**src/rtl/pipe_ctrl.sv**
```systemverilog
// Pipeline hazard/bubble controller: tracks per-stage bubbles and turns stall/flush/extend
// requests into keep/dirty controls, with a self-timed hold engine, drain FSM and perf counters.
module pipe_ctrl #(
  parameter int unsigned STAGES = 5,
  parameter int unsigned LEN_W  = 4,
  parameter int unsigned CNT_W  = 16,
  localparam int unsigned SW    = (STAGES > 1) ? $clog2(STAGES) : 1
) (
  input  logic              clk_i,
  input  logic              rst_i,
  input  logic [STAGES-1:0] stall_i,
  input  logic [STAGES-1:0] flush_i,
  input  logic [STAGES-1:0] extend_i,
  input  logic              hold_start_i,
  input  logic [SW-1:0]     hold_stage_i,
  input  logic [LEN_W-1:0]  hold_len_i,
  input  logic              drain_req_i,
  input  logic              cnt_clr_i,
  output logic [STAGES-1:0] keep_o,
  output logic [STAGES-1:0] dirty_o,
  output logic              hold_busy_o,
  output logic              fetch_en_o,
  output logic              drained_o,
  output logic [CNT_W-1:0]  stall_cnt_o,
  output logic [CNT_W-1:0]  bubble_cnt_o
);

  typedef enum logic [0:0] {StHoldIdle, StHold} hold_st_e;
  typedef enum logic [1:0] {StRun, StDrain, StDrained} drain_st_e;

  hold_st_e          hold_st_q;
  drain_st_e         drain_st_q;
  logic [SW-1:0]     hold_stage_q;
  logic [LEN_W-1:0]  hold_cnt_q;
  logic [STAGES-1:0] bubble_q, bubble_d;
  logic [CNT_W-1:0]  stall_cnt_q, bubble_cnt_q;

  logic [STAGES-1:0] hold_vec, ext_e, fz;
  logic [STAGES-1:0] fz_pre, fl_pre, st_pre, ext_pre, b1;
  logic              hold_abort, hold_ok;

  assign hold_busy_o  = (hold_st_q == StHold);
  assign fetch_en_o   = (drain_st_q == StRun);
  assign drained_o    = (drain_st_q == StDrained);
  assign stall_cnt_o  = stall_cnt_q;
  assign bubble_cnt_o = bubble_cnt_q;

  assign hold_ok = (hold_len_i != '0) && ({1'b0, hold_stage_i} < (SW + 1)'(STAGES));

  always_comb begin
    hold_vec = '0;
    for (int unsigned i = 0; i < STAGES; i++) begin
      if (hold_busy_o && (hold_stage_q == SW'(i))) hold_vec[i] = 1'b1;
    end
    ext_e = extend_i | hold_vec;
    fz    = stall_i | ext_e;

    // Prefix ORs from the oldest stage upward: a request freezes/dirties everything younger.
    fz_pre[0]  = fz[0];
    fl_pre[0]  = flush_i[0];
    st_pre[0]  = stall_i[0];
    ext_pre[0] = ext_e[0];
    for (int unsigned i = 1; i < STAGES; i++) begin
      fz_pre[i]  = fz_pre[i-1]  | fz[i];
      fl_pre[i]  = fl_pre[i-1]  | flush_i[i];
      st_pre[i]  = st_pre[i-1]  | stall_i[i];
      ext_pre[i] = ext_pre[i-1] | ext_e[i];
    end

    keep_o = fz_pre;
    for (int unsigned i = 0; i < STAGES; i++) begin
      dirty_o[i] = bubble_q[i] | fl_pre[i] | st_pre[i];
      if (i > 0) dirty_o[i] = dirty_o[i] | ext_pre[i-1];
    end

    hold_abort = |(fl_pre & hold_vec);

    b1 = bubble_q | fl_pre;
    // Frozen stages keep their bit, the stage just below the freeze gets a bubble,
    // everything else advances one slot toward the oldest stage.
    for (int unsigned i = 0; i < STAGES; i++) begin
      if (fz_pre[i]) begin
        bubble_d[i] = b1[i];
      end else if (i == STAGES - 1) begin
        bubble_d[i] = ~fetch_en_o;
      end else if (fz_pre[i+1]) begin
        bubble_d[i] = 1'b1;
      end else begin
        bubble_d[i] = b1[i+1];
      end
    end
  end

  always_ff @(posedge clk_i or posedge rst_i) begin
    if (rst_i) begin
      hold_st_q    <= StHoldIdle;
      hold_stage_q <= '0;
      hold_cnt_q   <= '0;
    end else begin
      unique case (hold_st_q)
        StHoldIdle: begin
          if (hold_start_i && hold_ok) begin
            hold_stage_q <= hold_stage_i;
            hold_cnt_q   <= hold_len_i;
            hold_st_q    <= StHold;
          end
        end
        StHold: begin
          if (hold_abort || (hold_cnt_q == LEN_W'(1))) begin
            hold_cnt_q <= '0;
            hold_st_q  <= StHoldIdle;
          end else begin
            hold_cnt_q <= hold_cnt_q - LEN_W'(1);
          end
        end
        default: hold_st_q <= StHoldIdle;
      endcase
    end
  end

  always_ff @(posedge clk_i or posedge rst_i) begin
    if (rst_i) begin
      drain_st_q <= StRun;
    end else if (!drain_req_i) begin
      drain_st_q <= StRun;
    end else begin
      unique case (drain_st_q)
        StRun:     drain_st_q <= StDrain;
        // Enter DRAINED together with the pipe becoming empty.
        StDrain:   if (&bubble_d) drain_st_q <= StDrained;
        StDrained: drain_st_q <= StDrained;
        default:   drain_st_q <= StRun;
      endcase
    end
  end

  always_ff @(posedge clk_i or posedge rst_i) begin
    if (rst_i) begin
      bubble_q     <= '1;
      stall_cnt_q  <= '0;
      bubble_cnt_q <= '0;
    end else begin
      bubble_q <= bubble_d;
      if (cnt_clr_i) begin
        stall_cnt_q  <= '0;
        bubble_cnt_q <= '0;
      end else begin
        if ((|fz) && (stall_cnt_q != '1)) stall_cnt_q <= stall_cnt_q + CNT_W'(1);
        if (dirty_o[0] && (bubble_cnt_q != '1)) bubble_cnt_q <= bubble_cnt_q + CNT_W'(1);
      end
    end
  end

endmodule

```
**config.mk**
```make
export PLATFORM = sky130hd
export DESIGN_NAME = pipe_ctrl
export DESIGN_NICKNAME = d
export VERILOG_FILES = /design/src/rtl/pipe_ctrl.sv
export SDC_FILE = /design/constraint.sdc
export NUM_CORES = 1
export LEC_CHECK = 0
export ABC_AREA = 1
export BUFFER_PORTS_ARGS = -buffer_cell sky130_fd_sc_hd__buf_2
export CAP_MARGIN = 20
export CORE_ASPECT_RATIO = 1.75
export CORE_MARGIN = 3
export CORE_UTILIZATION = 56
export CTS_BUF_LIST = sky130_fd_sc_hd__clkbuf_4 sky130_fd_sc_hd__clkbuf_8
export DETAILED_ROUTE_END_ITERATION = 12
export PLACE_DENSITY = 0.83
export SLEW_MARGIN = 20
export SYNTH_ARGS = -nofsm -noshare
export SYNTH_HDL_FRONTEND = slang
export SYNTH_SLANG_ARGS = --single-unit
```
**constraint.sdc**
```tcl
create_clock -name clk_i -period 1.9 [get_ports clk_i]
set_clock_uncertainty 0.05 [all_clocks]
set_input_delay 0.095 -clock clk_i [delete_from_list [all_inputs] [get_ports clk_i]]
set_output_delay 0.095 -clock clk_i [all_outputs]
set_load 0.03 [all_outputs]
```
==> impl_metrics.ini, run 1 <==
[floorplanning]
dieArea_mm2 = 0.00627
die_h_um = 102
die_x_um = 61.1
ios = 72
start_util = 0.588
core_area_mm2 = 0.00506
row_count = 34

[timing]
worstMarginPinSlew_ns = 0.492
slew_headroom = 0.672
setup_violations = 0
fmax_mhz = 549
finalMaxSlewViolations = 0
fin_crit_ns = 1.82
tns_ns = 0
period_share = 0.959
grt_setup_unrepaired = yes
hold_viol = 0

[global_route]
grt-ovfl-total = 0
grt_antenna_before_repair = 0
grt_pass1_wl_um = 12200
grtUsageTotal = 0.251
grt_pass1_vias = 2953
grt_max_degree = 40

[power]
p_per_area_mw_per_mm2 = 805
p_leak_uw = 0.00197
power.total_uw = 3120
vdd_drop_max_mv = 0.731

[layout]
area_growth_pct = 30.1
fin_nets = 540
final_core_util = 0.766
drive_gt1_frac = 0.318
insertedDiodeCount = 0
fillCellCount = 371
final_area_mm2 = 0.00388
layoutNonFillerInstCount = 560

[logic_synthesis]
synth_most_common_cell = nand2_1
synthTopCellsByArea = dfrtp_1, nand2_1, inv_1
synth_nets = 431
ys_seq_area_frac = 0.397
yosys.cell_types.count = 39
synth_edf_count = 0
synth_seq_cells = 47
netlist.area_leader.share = 0.353
synthTopCellsByCount = nand2_1, inv_1, nor2_1, dfrtp_1, nand3_1
synth-async-reset-ratio = 1.00
yosysWarningCount = 0
synth_area_mm2 = 0.00298
ys.flop_type = dfrtp_1
syn_inst = 396
synth_top_cell_by_area = dfrtp_1
avgSynthCellArea_um2 = 7.52

[worst_hold_path]
hp-class = primary input to register
hp-start = drain_req_i
whs_path_depth = 5
hold_end = drain_st_q[1]

[status]
status = complete, no violations

[clocking]
cts_sinks = 47
clk_latency_ns = 0.29
cts_buffers = 5
clk_pin_slew_ns = 0.08
cts_tree = yes
htree_levels = 2
root_buffer = clkbuf_8
clk_path_buf_depth = 2

[worst_setup_path]
endpoint_kind = register
cp-startpoint = stall_cnt_o[1]
r2r_start = stall_cnt_o[1]
critPathLaunchType = register
cp_max_fo = 10
r2r_end = stall_cnt_o[11]
ff2ff_path_depth = 10
rrSetupSlack_ns = 0.08
crit_type = register to register
critPathArrivalTime_ns = 1.96
crit_required_ns = 2.04

[route]
drc = 0
vias = 3115
via_per_inst = 5.56
ant_nets = 0
wl_per_cell_um = 13.6
drtIter0Drc = 186
drt-total-wl_um = 7630
drtPass1Iterations = 4

[placement]
routabilityCongestion = 0.836
place_hpwl_um = 5570
placed_cells = 537
port_buffers = 71
dpl-instance-area_mm2 = 0.00358

[job]
max_cap_violations = 0
==> power by group <==
part	total (µW)	switching (µW)	internal, µW	leakage [µW]
clock network	744	322	422	0.0000593
logic	1100	685	415	0.00130
registers	1280	141	1140	0.000613
total	3120	1150	1970	0.00197
==> what timing repair did <==
| action | CTS | global route |
|---|---|---|
| buffers inserted | 0 | 11 |
| endpoints found under the hold margin | 11 | 0 |
| setup endpoints to repair | 0 | 21 |
| resized for setup | 0 | 22 |
| hold buffers | 4 | 0 |
==> registers in the layout (all words and copies together) (netlist names) <==
name          cells
bubble_q          5
drain_st_q        2
hold_stage_q      3
hold_busy_o       1
bubble_cnt_o     16
hold_cnt_q        4
stall_cnt_o      16
==> how the worst max path moves through the flow <==
stage                           end  slack (ns)  cells after the start
floorplan             drain_st_q[0]       -0.07                     13
global placement    stall_cnt_o[11]         0.1                     10
detailed placement  stall_cnt_o[11]        0.05                     10
CTS                      dirty_o[4]        0.01                      9
global route          drain_st_q[1]       -0.06                     12
finish              stall_cnt_o[11]        0.08                     10
==> critical path, stage by stage, from the launching register on <==
cell and delay [ns]:
dfrtp_2 0.40, ha_4 0.15, nand3_1 0.09, nor2_2 0.14
and2_4 0.17, nand4_1 0.20, nand2_8 0.21, inv_8 0.07
nand2_2 0.05, a21oi_1 0.05, and2_1 0.15
==> area by class of cell <==
cell class	instances	area, µm²	share of cell area
well taps	54	67.6	0.0174
clock inverters	1	30.0	0.00775
flip-flops and latches	47	1190	0.306
inverters	64	253	0.0652
repair buffers	108	646	0.167
clock buffers	7	83.8	0.0216
multi-input cells	279	1610	0.415
==> metal layers <==
| metal | vias to the layer above | wire [µm] | GRT usage |
|---|---|---|---|
| met5 | - | 0 | 0 |
| met4 | 0 | 161 | 0.127 |
| met3 | 16 | 437 | 0.0417 |
| met2 | 128 | 4210 | 0.459 |
| met1 | 1468 | 2820 | 0.261 |
| li1 | 1503 | - | - |
==> cell usage in the layout, fill, tap and decap left out, types with 4 or more instances in the layout <==
master / instances
clkbuf_8: 5
dfrtp_2: 4
nor2_2: 4
o21ai_0: 20
o21ai_1: 7
nand2_2: 5
nor2_1: 41
xor2_1: 10
nand4_1: 14
nor3_1: 11
nand2_4: 4
inv_1: 60
nand2_1: 70
nand3_2: 5
a21oi_1: 18
ha_1: 6
buf_4: 34
buf_2: 70
nand3_1: 29
dfstp_2: 5
nor4_1: 4
dlygate4sd3_1: 4
dfrtp_1: 38
==> per-stage QoR <==
stage	hold slack, ns	worst slack (ns)
5_1_grt	0.0838	-0.0569
2_1_floorplan	0.166	-0.0741
4_1_cts	0.0519	0.00986
3_5_place_dp	-0.0420	0.0479
6_report	0.0597	0.0777
3_3_place_gp	-0.0415	0.0987
==> cells by family after synthesis <==
logic type | synth area share
flip-flops | 0.397
AO/OA/AOI/OAI | 0.101
XOR/XNOR | 0.0294
multiplexers | 0.00378
buffers and inverters | 0.0962
AND/OR/NAND/NOR | 0.339
adder cells (fa/ha/maj) | 0.0336
No activity file was read; power rests on OpenSTA's default activity.
==> run 2: changes to the inputs <==
--- a/config.mk
+++ b/config.mk
@@ -9,11 +9,11 @@
 export BUFFER_PORTS_ARGS = -buffer_cell sky130_fd_sc_hd__buf_2
 export CAP_MARGIN = 20
 export CORE_ASPECT_RATIO = 1.75
-export CORE_MARGIN = 3
-export CORE_UTILIZATION = 56
+export CORE_MARGIN = 5
+export CORE_UTILIZATION = 40
 export CTS_BUF_LIST = sky130_fd_sc_hd__clkbuf_4 sky130_fd_sc_hd__clkbuf_8
 export DETAILED_ROUTE_END_ITERATION = 12
-export PLACE_DENSITY = 0.83
+export PLACE_DENSITY = 0.63
 export SLEW_MARGIN = 20
 export SYNTH_ARGS = -nofsm -noshare
 export SYNTH_HDL_FRONTEND = slang
==> run 2 against run 1 <==
Effect of this change:
- combinational power is essentially flat
- count of clock-buffer cells in the layout grew 1
- worst setup slack lost 0.015 ns
- final cell count grew 7.3%
- critical path depth is the same
- global-route usage shrank 6.7 points
- sequential share of layout area shrank 1.2 points
- hold slack lost 0.013 ns
- wire length grew 6.7%
- clock power shrank 7.5%
- via count shrank 2.1%
- power shrank 1.8%
==> impl_metrics.ini, run 2 (synthesis results as in run 1) <==
[status]
status = complete, no violations

[power]
vdd_drop_max_mv = 0.815
p_per_area_mw_per_mm2 = 760
p_switching_uw = 1150
seq_power_share = 0.415
p_clk_frac = 0.224
p_leak_uw = 0.00200
swShare = 0.374
combPwrFrac = 0.360
internal_power_uw = 1920
power.total_uw = 3070

[floorplanning]
core_area_mm2 = 0.00723
die_x_um = 75.2
ios = 72
start_util = 0.412
die_h_um = 124
row_count = 41
dieArea_mm2 = 0.00934

[global_route]
grt_pass1_wl_um = 13500
grt_antenna_before_repair = 0
grtUsageTotal = 0.184
grt-ovfl-total = 0
grt_pass1_vias = 3020
grt_max_degree = 21

[clocking]
cts_tree = yes
cts_buffers = 5
clk_pin_slew_ns = 0.09
root_buffer = clkbuf_8
cts_sinks = 47
clk_latency_ns = 0.31
htree_levels = 2
clk_path_buf_depth = 2

[worst_setup_path]
crit_type = register to register
cp_max_fo = 6
endpoint_kind = register
crit_path_top_delay_cell = dfrtp_2
slowest_delay_ns = 0.39
critPathArrivalTime_ns = 1.98
crit_chain = ha_4 -> nand3_2 -> nor2_2 -> and2_4 -> nand4_1 -> nand2_8 -> buf_4 -> inv_6 -> a21oi_2 -> nor3_1
path_delay_family = simple AND/OR/NAND/NOR gates
critPathBufInv = 2
crit_required_ns = 2.05
critPathLaunchType = register

[layout]
final_cell_mix = nand2_1, buf_2, inv_1, nor2_1, dfrtp_1
drive_gt1_frac = 0.342
area_growth_pct = 35.4
mostFrequentLayoutCell = nand2_1
insertedDiodeCount = 0
final_area_mm2 = 0.00403
fin_nets = 549

[timing]
worstMarginPinSlew_ns = 0.474
period_share = 0.967
setup_violations = 0
slew_headroom = 0.684
grt_setup_unrepaired = yes
finalMaxSlewViolations = 0
hold_viol = 0
fmax_mhz = 544
fin_crit_ns = 1.84

[route]
met2_length_um = 4430
wl_per_cell_um = 13.5
top_layer = met4
ant_nets = 0
drc = 0
via_per_inst = 5.08
wl_met1_um = 3110
drtPass1Iterations = 4
drt-total-wl_um = 8140
drtIter0Drc = 158
vias = 3051
met3_length_um = 428

[worst_hold_path]
hp-class = primary input to register

[placement]
port_buffers = 71
dpl-instance-area_mm2 = 0.00364
routabilityCongestion = 0.978
place_hpwl_um = 6320

[job]
max_cap_violations = 0
## run 2: cell count changes in the layout (fill, tap and decap cells not counted), moves of 2 or more
cell / change
clkbuf_8: +2
nand3_2: +3
buf_6: +6
nand3_1: -3
## run 2: power by group through the flow
stage          clock [µW]  sequential, µW  combinational, µW
2_1_floorplan           0            1300                726
3_3_place_gp            0            1290                981
3_5_place_dp            0            1300               1000
4_1_cts               713            1260               1050
5_1_grt               750            1300               1240
6_report              688            1270               1110
## run 2: final timing paths
| check | startpoint | to | slack, ns | depth (start not counted) |
|---|---|---|---|---|
| worst max-delay path | stall_cnt_o[0] | stall_cnt_o[10] | 0.06 | 10 |
| worst min-delay path | drain_req_i | drain_st_q[0] | 0.05 | 5 |
| worst max register to register | stall_cnt_o[0] | stall_cnt_o[10] | 0.06 | 10 |
| worst min register to register | bubble_cnt_o[7] | bubble_cnt_o[7] | 0.47 | 1 |
| max in group asynchronous | rst_i | bubble_cnt_o[15] | 0.93 | 4 |
| min in group asynchronous | rst_i | stall_cnt_o[15] | 0.28 | 3 |
## run 2: worst reg2reg max path, delay by kind of cell (launching register included)
family,cells,cell delay (ns)
and+or+nand+nor,6,0.85
DFF,1,0.39
buffers and inverters,2,0.19
adders and majority gates,1,0.15
AOI/OAI and AO/OA,1,0.11
## run 2: per-stage QoR
stage / utilization / setup TNS (ns) / setup WS [ns] / hold slack (ns) / instances
2_1_floorplan: - / -0.261 / -0.0741 / 0.166 / 396
3_3_place_gp: 0.504 / 0 / 0.0457 / 0.0661 / 570
3_5_place_dp: 0.504 / 0 / 0.00384 / 0.0755 / 570
4_1_cts: 0.529 / 0 / 0.00910 / 0.0388 / 587
5_1_grt: 0.558 / -0.494 / -0.0561 / 0.0870 / 601
6_report: 0.558 / 0 / 0.0623 / 0.0471 / 601
## run 2: cell type report
type	instances	area [µm²]
fillers	692	3200
multi-input cells	279	1630
flip-flops and latches	47	1190
repair buffers	116	741
inverters	64	258
well taps	86	108
clock buffers	8	104
repair inverters	1	8.76
## run 2: repair_timing
item | CTS | global route
endpoints found under the hold margin | 16 | 0
gates resized for setup | 0 | 36
endpoints found under the setup margin | 6 | 23
setup buffers | 5 | 13
hold buffers | 4 | 0
cloned | 0 | 1
pin swaps | 1 | 10
## run 2: metal layers
layer / GRT usage / up-vias
met1: 0.197 / 1425
met5: 0 / -
met2: 0.346 / 83
met4: 0.0624 / 0
li1: - / 1529
met3: 0.0355 / 14
